===== src/rtl/serial_frame_deserializer_pkg.sv =====
// Shared types and defaults for the serial frame deserializer.
package sfd_pkg;

   typedef enum logic [1:0] {
      IDLE = 2'd0,
      ADDR = 2'd1,
      DATA = 2'd2,
      DONE = 2'd3
   } sfd_state_e;

   localparam int ADDR_W_DEF = 2;
   localparam int DATA_W_DEF = 8;

   function automatic int max_int(input int a, input int b);
      return (a > b) ? a : b;
   endfunction

endpackage


===== src/rtl/serial_frame_deserializer_bit_counter.sv =====
// Bit counter for the deserializer: clear has priority over increment,
// tc flags that the current count equals the runtime limit.
module bit_counter #(
   parameter int W = 4
) (
   input  logic         clk,
   input  logic         rst,
   input  logic         clr,
   input  logic         inc,
   input  logic [W-1:0] limit,
   output logic [W-1:0] cnt,
   output logic         tc
);

   logic [W-1:0] cnt_q;
   logic [W-1:0] cnt_d;

   // Next count: clear wins, otherwise step on accepted bits.
   always_comb begin
      cnt_d = cnt_q;
      if (clr) begin
         cnt_d = '0;
      end else if (inc) begin
         cnt_d = cnt_q + 1'b1;
      end
   end

   // Count register, asynchronous active-low reset.
   always_ff @(posedge clk or negedge rst) begin
      if (!rst) begin
         cnt_q <= '0;
      end else begin
         cnt_q <= cnt_d;
      end
   end

   assign cnt = cnt_q;
   assign tc  = (cnt_q == limit);

endmodule


===== src/rtl/serial_frame_deserializer.sv =====
// Serial frame deserializer: collects ADDR_W index bits then DATA_W payload
// bits (both MSB first) from a gated serial stream and presents them in
// parallel with a one-clock ParValid pulse; early window close pulses FrameErr.
module serial_frame_deserializer
   import sfd_pkg::*;
#(
   parameter int ADDR_W = ADDR_W_DEF,
   parameter int DATA_W = DATA_W_DEF
) (
   input  logic              clk,
   input  logic              rst,
   input  logic              Clk_EN,
   input  logic              SerIn,
   input  logic              SerInValid,
   output logic [ADDR_W-1:0] ChanSel,
   output logic [DATA_W-1:0] ParOut,
   output logic              ParValid,
   output logic              FrameErr,
   output logic              Busy
);

   localparam int CW = $clog2(max_int(ADDR_W, DATA_W) + 1);
   // tc fires on the count reached just before the last bit of a field,
   // so the field's final bit is recognised on the edge that samples it.
   localparam logic [CW-1:0] ADDR_LAST = CW'(ADDR_W - 1);
   localparam logic [CW-1:0] DATA_LAST = CW'(DATA_W - 1);

   sfd_state_e        state_q, state_d;
   logic [ADDR_W-1:0] addr_sr_q, addr_sr_d;
   logic [DATA_W-1:0] data_sr_q, data_sr_d;
   logic [ADDR_W-1:0] chan_sel_q, chan_sel_d;
   logic [DATA_W-1:0] par_out_q, par_out_d;
   logic              par_valid_q, par_valid_d;
   logic              frame_err_q, frame_err_d;
   logic              busy_q, busy_d;

   logic              cnt_clr;
   logic              cnt_inc;
   logic [CW-1:0]     cnt_limit;
   logic [CW-1:0]     cnt;
   logic              cnt_tc;
   logic [ADDR_W-1:0] addr_shift;
   logic [DATA_W-1:0] data_shift;

   assign addr_shift = (addr_sr_q << 1) | ADDR_W'(SerIn);
   assign data_shift = (data_sr_q << 1) | DATA_W'(SerIn);

   bit_counter #(.W(CW)) u_bit_counter (
      .clk   (clk),
      .rst   (rst),
      .clr   (cnt_clr),
      .inc   (cnt_inc),
      .limit (cnt_limit),
      .cnt   (cnt),
      .tc    (cnt_tc)
   );

   // Next-state, shift and output logic; pulses default low every clock.
   always_comb begin
      state_d     = state_q;
      addr_sr_d   = addr_sr_q;
      data_sr_d   = data_sr_q;
      chan_sel_d  = chan_sel_q;
      par_out_d   = par_out_q;
      par_valid_d = 1'b0;
      frame_err_d = 1'b0;
      cnt_clr     = 1'b0;
      cnt_inc     = 1'b0;
      cnt_limit   = ADDR_LAST;
      case (state_q)
         IDLE: begin
            if (Clk_EN && SerInValid) begin
               addr_sr_d = addr_shift;
               if (ADDR_W == 1) begin
                  cnt_clr = 1'b1;
                  state_d = DATA;
               end else begin
                  cnt_inc = 1'b1;
                  state_d = ADDR;
               end
            end
         end
         ADDR: begin
            cnt_limit = ADDR_LAST;
            if (Clk_EN) begin
               if (!SerInValid) begin
                  frame_err_d = 1'b1;
                  cnt_clr     = 1'b1;
                  state_d     = IDLE;
               end else begin
                  addr_sr_d = addr_shift;
                  if (cnt_tc) begin
                     cnt_clr = 1'b1;
                     state_d = DATA;
                  end else begin
                     cnt_inc = 1'b1;
                  end
               end
            end
         end
         DATA: begin
            cnt_limit = DATA_LAST;
            if (Clk_EN) begin
               if (!SerInValid) begin
                  frame_err_d = 1'b1;
                  cnt_clr     = 1'b1;
                  state_d     = IDLE;
               end else begin
                  data_sr_d = data_shift;
                  if (cnt_tc) begin
                     chan_sel_d  = addr_sr_q;
                     par_out_d   = data_shift;
                     par_valid_d = 1'b1;
                     cnt_clr     = 1'b1;
                     state_d     = DONE;
                  end else begin
                     cnt_inc = 1'b1;
                  end
               end
            end
         end
         DONE: begin
            if (Clk_EN && !SerInValid) begin
               state_d = IDLE;
            end
         end
         default: begin
            cnt_clr = 1'b1;
            state_d = IDLE;
         end
      endcase
      busy_d = (state_d == ADDR) || (state_d == DATA);
   end

   // State, shift and output registers, asynchronous active-low reset.
   always_ff @(posedge clk or negedge rst) begin
      if (!rst) begin
         state_q     <= IDLE;
         addr_sr_q   <= '0;
         data_sr_q   <= '0;
         chan_sel_q  <= '0;
         par_out_q   <= '0;
         par_valid_q <= 1'b0;
         frame_err_q <= 1'b0;
         busy_q      <= 1'b0;
      end else begin
         state_q     <= state_d;
         addr_sr_q   <= addr_sr_d;
         data_sr_q   <= data_sr_d;
         chan_sel_q  <= chan_sel_d;
         par_out_q   <= par_out_d;
         par_valid_q <= par_valid_d;
         frame_err_q <= frame_err_d;
         busy_q      <= busy_d;
      end
   end

   assign ChanSel  = chan_sel_q;
   assign ParOut   = par_out_q;
   assign ParValid = par_valid_q;
   assign FrameErr = frame_err_q;
   assign Busy     = busy_q;

endmodule


===== config.mk =====
export PLATFORM = sky130hd
export DESIGN_NAME = serial_frame_deserializer
export DESIGN_NICKNAME = d
export VERILOG_FILES = /design/src/rtl/serial_frame_deserializer_pkg.sv /design/src/rtl/serial_frame_deserializer_bit_counter.sv /design/src/rtl/serial_frame_deserializer.sv
export SDC_FILE = /design/constraint.sdc
export NUM_CORES = 1
export LEC_CHECK = 0
export ABC_CLOCK_PERIOD_IN_PS = 3900
export CORE_MARGIN = 1.5
export CORE_UTILIZATION = 25
export CTS_BUF_LIST = sky130_fd_sc_hd__clkbuf_4 sky130_fd_sc_hd__clkbuf_8
export CTS_CLUSTER_DIAMETER = 60
export DETAILED_ROUTE_END_ITERATION = 6
export HOLD_SLACK_MARGIN = 0.12
export SYNTH_ARGS = -nofsm -noshare
export SYNTH_HDL_FRONTEND = slang
export SYNTH_SLANG_ARGS = --single-unit

===== constraint.sdc =====
create_clock -name clk -period 3.9 [get_ports clk]
set_clock_uncertainty 0.15 [all_clocks]
set_input_delay 0.39 -clock clk [delete_from_list [all_inputs] [get_ports clk]]
set_output_delay 0.39 -clock clk [all_outputs]
set_load 0.01 [all_outputs]

==> results.tsv, run 1 <==
stage	metric	value	unit
run_status	outcome	finished, final reports clean	
synthesis	yosysTopAreaCell	dfrtp_1	
drt	dr.pass1.iters	4	
placement	dp_hpwl	1.744	mm
layout	layout-drive-gt1-share	20.83	%
floorplanning	initial_core_util	26.60	%
global_route	grt_max_degree	29	
power	cellPowerDensity	567.1	nW/µm²
global_route	grtUsageTotal	9.415	%
timing	maxSlewViolCount	0	
clock_tree	cts_max_level	1	
synthesis	ys_seq_elements	28	
critical_path	path_max_fanout	11	
floorplanning	dieWidth	74.59	µm
min_path	hold_path_class	primary input to async pin	
drt	drc	0	
critical_path	worstPathRequired	3.91	ns
clock_tree	path_clk_slew	0.09	ns
clock_tree	ctsResizeCount	0	
power	comb_power_share	31.9	%
synthesis	netlist_area	1281	µm²
synthesis	ys_seq_area_share	54.69	%
layout	finalNonFillerCells	187	
synthesis	synth_cell_types	29	
synthesis	synth.top_cell.area_share	54.69	%
clock_tree	cts_sinks	28	
placement	place.gp.congestion	0.7715	
global_route	grt_pass1_wl	3.912	mm
layout	area_growth	22.46	%
global_route	grt_pass1_vias	889	
clock_tree	cts_buffer_depth	2	
power	total_power	0.8898	mW
power	switching_power	0.2976	mW
drt	wl_per_cell	12.11	µm
flow_run	maxCapViolations	0	
timing	setup_viol	0	
floorplanning	fp.dieArea	5564	µm²
clock_tree	clockRootBuffer	clkbuf_8	
timing	fin_crit_sh	66.32	%
floorplanning	die_h	74.59	µm
global_route	grt_antenna_before_repair	0	
power	peakVddDrop	0.0001429	V
timing	max_freq	386.6	MHz
clock_tree	postCtsSetupBuffers	0	
drt	drt-initial-drc-count	17	
clock_tree	numCtsBuffers	3	
critical_path	arrival	2.60	ns
synthesis	syn_nets	112	
layout	antenna-diode-count	0	
timing	setup_tns	0	ns
critical_path	crit_type	flop to flop	
power	power.leakage	0.7092	nW
critical_path	crit_path_end_kind	flop	
drt	ant_nets	0	
floorplanning	boundaryPins	18	
drt	wl	2.264	mm
power	p_sw_share	33.44	%
layout	finalNetCount	131	
synthesis	yosys_warnings	0	
clock_tree	clock_latency	0.27	ns
global_route	overflow	0	
drt	vias_per_cell	4.513	
placement	place_area	1514	µm²
layout	final_core_utilization	32.57	%
critical_path	ff2ff_setup_slack	1.31	ns
synthesis	synth.area.top_cells	dfrtp_1 55%, mux2_2 17%, ha_1 4.9%, a21oi_1 2.3%, o211a_1 1.6%	
clock_tree	cts_hold_buf	0	
drt	dr_total_vias	844	
layout	design_area	1569	µm²
power	internal_power	0.5922	mW
floorplanning	coreArea	4817	µm²
timing	tightest_slew	0.8351	ns
placement	placed_cells	183	
timing	min_period	2.586	ns
timing	maxSlewHeadroom	44.12	%
synthesis	avgSynthCellArea	12.56	µm²
critical_path	startpoint_type	flop	
power	p_clk_share	19.9	%
placement	io_buffers	17	
power	power.share.sequential	48.3	%
clock_tree	cts_tree	yes	
timing	hold_viol	0	
timing	rsz0062_at_grt	no	
floorplanning	rows	25	
synthesis	netlist_instances	102	
worst max-delay path, stage by stage, from the launching register on:
cell and delay [ns]:
dfrtp_1 0.42, inv_1 0.12, ha_1 0.27, nand3_1 0.33
nor2_1 0.76, mux2_2 0.42
routing by layer:
metal / global-route usage, % / wire length [µm]
met1: 10.61 / 996
met2: 16.67 / 1088
met3: 2.033 / 126
met4: 4.848 / 53
met5: 0 / 0
Yosys cell counts, drive strengths merged:
master and number:
a22oi 1, o2bb2ai 1, a41oi 1, mux2 19
nand3 2, or3b 1, o31ai 2, nor2 5
o31a 1, o211ai 2, buf 4, nor3 2
a21oi 6, nand2 3, inv 4, o22ai 1
or4 2, xor2 1, nand4b 1, o21ai 3
and3 1, ha 5, or3 2, nor2b 2
o211a 2, dfrtp 28
path summary, 6_finish.rpt:
kind	startpoint	end	cells past startpoint
worst min-delay path	rst	ChanSel[0]$_DFFE_PN0P_	2
min in group clk	addr_sr_q[1]$_DFFE_PN0P_	addr_sr_q[1]$_DFFE_PN0P_	1
worst min register to register	addr_sr_q[1]$_DFFE_PN0P_	addr_sr_q[1]$_DFFE_PN0P_	1
worst max register to register	state_q[0]$_DFF_PN0_	ChanSel[1]$_DFFE_PN0P_	5
worst max-delay path	state_q[0]$_DFF_PN0_	ChanSel[1]$_DFFE_PN0P_	5
max in group asynchronous	rst	FrameErr$_DFF_PN0_	2
through the flow:
stage          hold WS, ns  setup WS [ns]
2_1_floorplan     -0.05559          1.892
3_3_place_gp        0.3368          1.129
3_5_place_dp        0.3449          1.048
4_1_cts             0.3437          1.297
5_1_grt             0.3650          1.093
6_report            0.3339          1.314
state kept, by name, indices dropped and copies added, names as in the netlist:
signal,cells
Busy,1
data_sr_q,7
ParValid,1
ChanSel,2
addr_sr_q,2
ParOut,8
u_bit_counter.cnt,4
FrameErr,1
state_q,2
cell type report:
cell class	instances	area (µm²)
Sequential cell	28	700.7
Timing Repair Buffer	18	177.7
Fill cell	504	3248
Inverter	4	15.01
Clock buffer	4	55.05
Tap cell	67	83.83
Multi-Input combinational cell	66	536.8
cells by family after synthesis:
family          synth area share [%]
compound gates                 10.55
xor+xnor                      0.6837
fa+ha+maj                      4.883
buf+inv                        3.418
flops                          54.69
mux                            16.70
simple gates                   9.083
power by group through the flow:
stage	clock network, mW	registers (mW)	logic, mW
after floorplan	0	0.419	0.212
final	0.177	0.430	0.284
after global routing	0.195	0.442	0.320
after detailed placement	0	0.436	0.285
after global placement	0	0.432	0.271
after CTS	0.181	0.430	0.286
layout by cell type, fill, tap and decap left out, drive strengths merged, types with 2 or more instances in the layout:
| cell | n |
|---|---|
| a21oi | 6 |
| clkbuf | 4 |
| clkdlybuf4s50 | 17 |
| dfrtp | 28 |
| ha | 5 |
| inv | 4 |
| mux2 | 19 |
| nand2 | 3 |
| nand3 | 2 |
| nor2 | 5 |
| nor2b | 2 |
| nor3 | 2 |
| o211a | 2 |
| o211ai | 2 |
| o21ai | 3 |
| o31ai | 2 |
| or3 | 2 |
| or4 | 2 |
No activity file was read; power rests on OpenSTA's default activity.
==> run 2: changes to the inputs <==
--- a/config.mk
+++ b/config.mk
@@ -5,7 +5,7 @@
 export SDC_FILE = /design/constraint.sdc
 export NUM_CORES = 1
 export LEC_CHECK = 0
-export ABC_CLOCK_PERIOD_IN_PS = 3900
+export ABC_CLOCK_PERIOD_IN_PS = 2700
 export CORE_MARGIN = 1.5
 export CORE_UTILIZATION = 25
 export CTS_BUF_LIST = sky130_fd_sc_hd__clkbuf_4 sky130_fd_sc_hd__clkbuf_8
==> constraint.sdc (replaced) <==
create_clock -name clk -period 2.7 [get_ports clk]
set_clock_uncertainty 0.15 [all_clocks]
set_input_delay 0.27 -clock clk [delete_from_list [all_inputs] [get_ports clk]]
set_output_delay 0.27 -clock clk [all_outputs]
set_load 0.01 [all_outputs]
==> results.tsv, run 2 (synthesis results as in run 1) <==
stage	metric	value	unit
run_status	outcome	finished, final reports clean	
critical_path	rr_startpoint	state_q[0]$_DFF_PN0_	
layout	final_cell_mix	28 x dfrtp_1, 19 x mux2_2, 17 x clkdlybuf4s50_1, 6 x a21oi_1	
floorplanning	initial_core_util	26.60	%
floorplanning	boundaryPins	18	
global_route	grt_pass1_vias	859	
critical_path	critPathLaunch	state_q[0]$_DFF_PN0_	
critical_path	crit_path_end_kind	flop	
timing	maxSlewViolCount	0	
power	total_power	1.295	mW
timing	hold_viol	0	
layout	design_area	1584	µm²
flow_run	maxCapViolations	0	
layout	final_common_cell	dfrtp_1	
clock_tree	cts_sinks	28	
power	cellPowerDensity	817.3	nW/µm²
clock_tree	path_clk_slew	0.09	ns
clock_tree	numCtsBuffers	3	
layout	antenna-diode-count	0	
clock_tree	cts_buffer_depth	2	
power	power.share.sequential	48.0	%
power	internal_power	0.8593	mW
drt	drt-initial-drc-count	27	
placement	placed_cells	185	
drt	wl_per_cell	12.58	µm
clock_tree	postCtsSetupBuffers	0	
critical_path	worstPathRequired	2.75	ns
timing	setup_tns	0	ns
layout	finalNetCount	133	
timing	max_freq	449.9	MHz
clock_tree	cts_max_level	1	
floorplanning	die_h	74.59	µm
clock_tree	ctsResizeCount	0	
power	p_sw_share	33.63	%
placement	place_area	1529	µm²
drt	drc	0	
layout	finalNonFillerCells	189	
power	p_clk_share	19.6	%
drt	wl	2.378	mm
global_route	overflow	0	
drt	dr_total_vias	858	
placement	io_buffers	17	
critical_path	arrival	2.27	ns
critical_path	path_max_fanout	8	
floorplanning	coreArea	4817	µm²
placement	place.gp.congestion	0.9578	
clock_tree	cts_tree	yes	
timing	rsz0062_at_grt	no	
clock_tree	cts_hold_buf	0	
layout	layout-drive-gt1-share	22.13	%
layout	area_growth	23.63	%
floorplanning	rows	25	
critical_path	crit_type	flop to flop	
critical_path	startpoint_type	flop	
layout	largest_register_ffs	8	
power	comb_power_share	32.4	%
timing	min_period	2.223	ns
power	switching_power	0.4353	mW
floorplanning	dieWidth	74.59	µm
drt	dr.pass1.iters	3	
clock_tree	clock_latency	0.27	ns
clock_tree	clockRootBuffer	clkbuf_8	
min_path	hold_path_class	primary input to async pin	
drt	ant_nets	0	
timing	fin_crit_sh	82.33	%
power	peakVddDrop	0.0003194	V
drt	vias_per_cell	4.540	
global_route	grt_antenna_before_repair	0	
timing	setup_viol	0	
floorplanning	fp.dieArea	5564	µm²
global_route	grt_pass1_wl	4.002	mm
global_route	grtUsageTotal	9.576	%
timing	tightest_slew	0.3541	ns
power	power.leakage	0.7189	nW
timing	setup_ws	0.4771	ns
placement	dp_hpwl	1.755	mm
global_route	grt_max_degree	29	
timing	maxSlewHeadroom	76.21	%
placement	pre_cts_slack	0.3583	ns
[run 2: layout make-up]
| type | count | area (µm²) |
|---|---|---|
| inverter | 4 | 15.01 |
| clock buffer | 4 | 55.05 |
| tap | 67 | 83.83 |
| sequential | 28 | 700.7 |
| multi-input combinational | 66 | 536.8 |
| fill | 501 | 3233 |
| timing repair buffer | 20 | 192.7 |
[run 2: power by group through the flow]
stage                     clock (mW)  sequential (mW)  combinational, mW
after floorplan                    0            0.605              0.306
after global placement             0            0.623              0.400
after detailed placement           0            0.626              0.421
after CTS                      0.266            0.620              0.420
after global routing           0.285            0.640              0.480
final                          0.254            0.621              0.420
[run 2: metrics by stage]
| step | utilization, % | hold WS (ns) |
|---|---|---|
| 2_1_floorplan | - | -0.1756 |
| 3_3_place_gp | 31.74 | 0.3391 |
| 3_5_place_dp | 31.74 | 0.3410 |
| 4_1_cts | 32.88 | 0.2281 |
| 5_1_grt | 32.88 | 0.2517 |
| 6_report | 32.88 | 0.2203 |
[run 2: path summary, 6_finish.rpt]
| kind | slack [ns] | depth (start not counted) | end |
|---|---|---|---|
| worst max-delay path | 0.48 | 6 | u_bit_counter.cnt[3]$_DFFE_PN0P_ |
| worst min-delay path | 0.22 | 2 | ParOut[7]$_DFFE_PN0P_ |
| worst max register to register | 0.48 | 6 | u_bit_counter.cnt[3]$_DFFE_PN0P_ |
| worst min register to register | 0.36 | 1 | ParOut[3]$_DFFE_PN0P_ |
| max in group asynchronous | 1.92 | 2 | ParOut[2]$_DFFE_PN0P_ |
| min in group clk | 0.36 | 1 | ParOut[3]$_DFFE_PN0P_ |
[run 2: routing by layer]
metal / track usage, % / routed length [µm] / vias up
met5: 0 / 0 / -
met4: 4.848 / 53 / 0
met3: 1.220 / 91 / 5
met2: 15.48 / 1033 / 19
met1: 12.59 / 1201 / 422
li1: - / - / 412
[run 2: worst max-delay path: stages (launching register included)]
cell and delay (ns):
dfrtp_1 0.43, inv_1 0.10, ha_1 0.27, and3_1 0.20, o211a_1 0.30, or4_1 0.51
a21oi_1 0.17
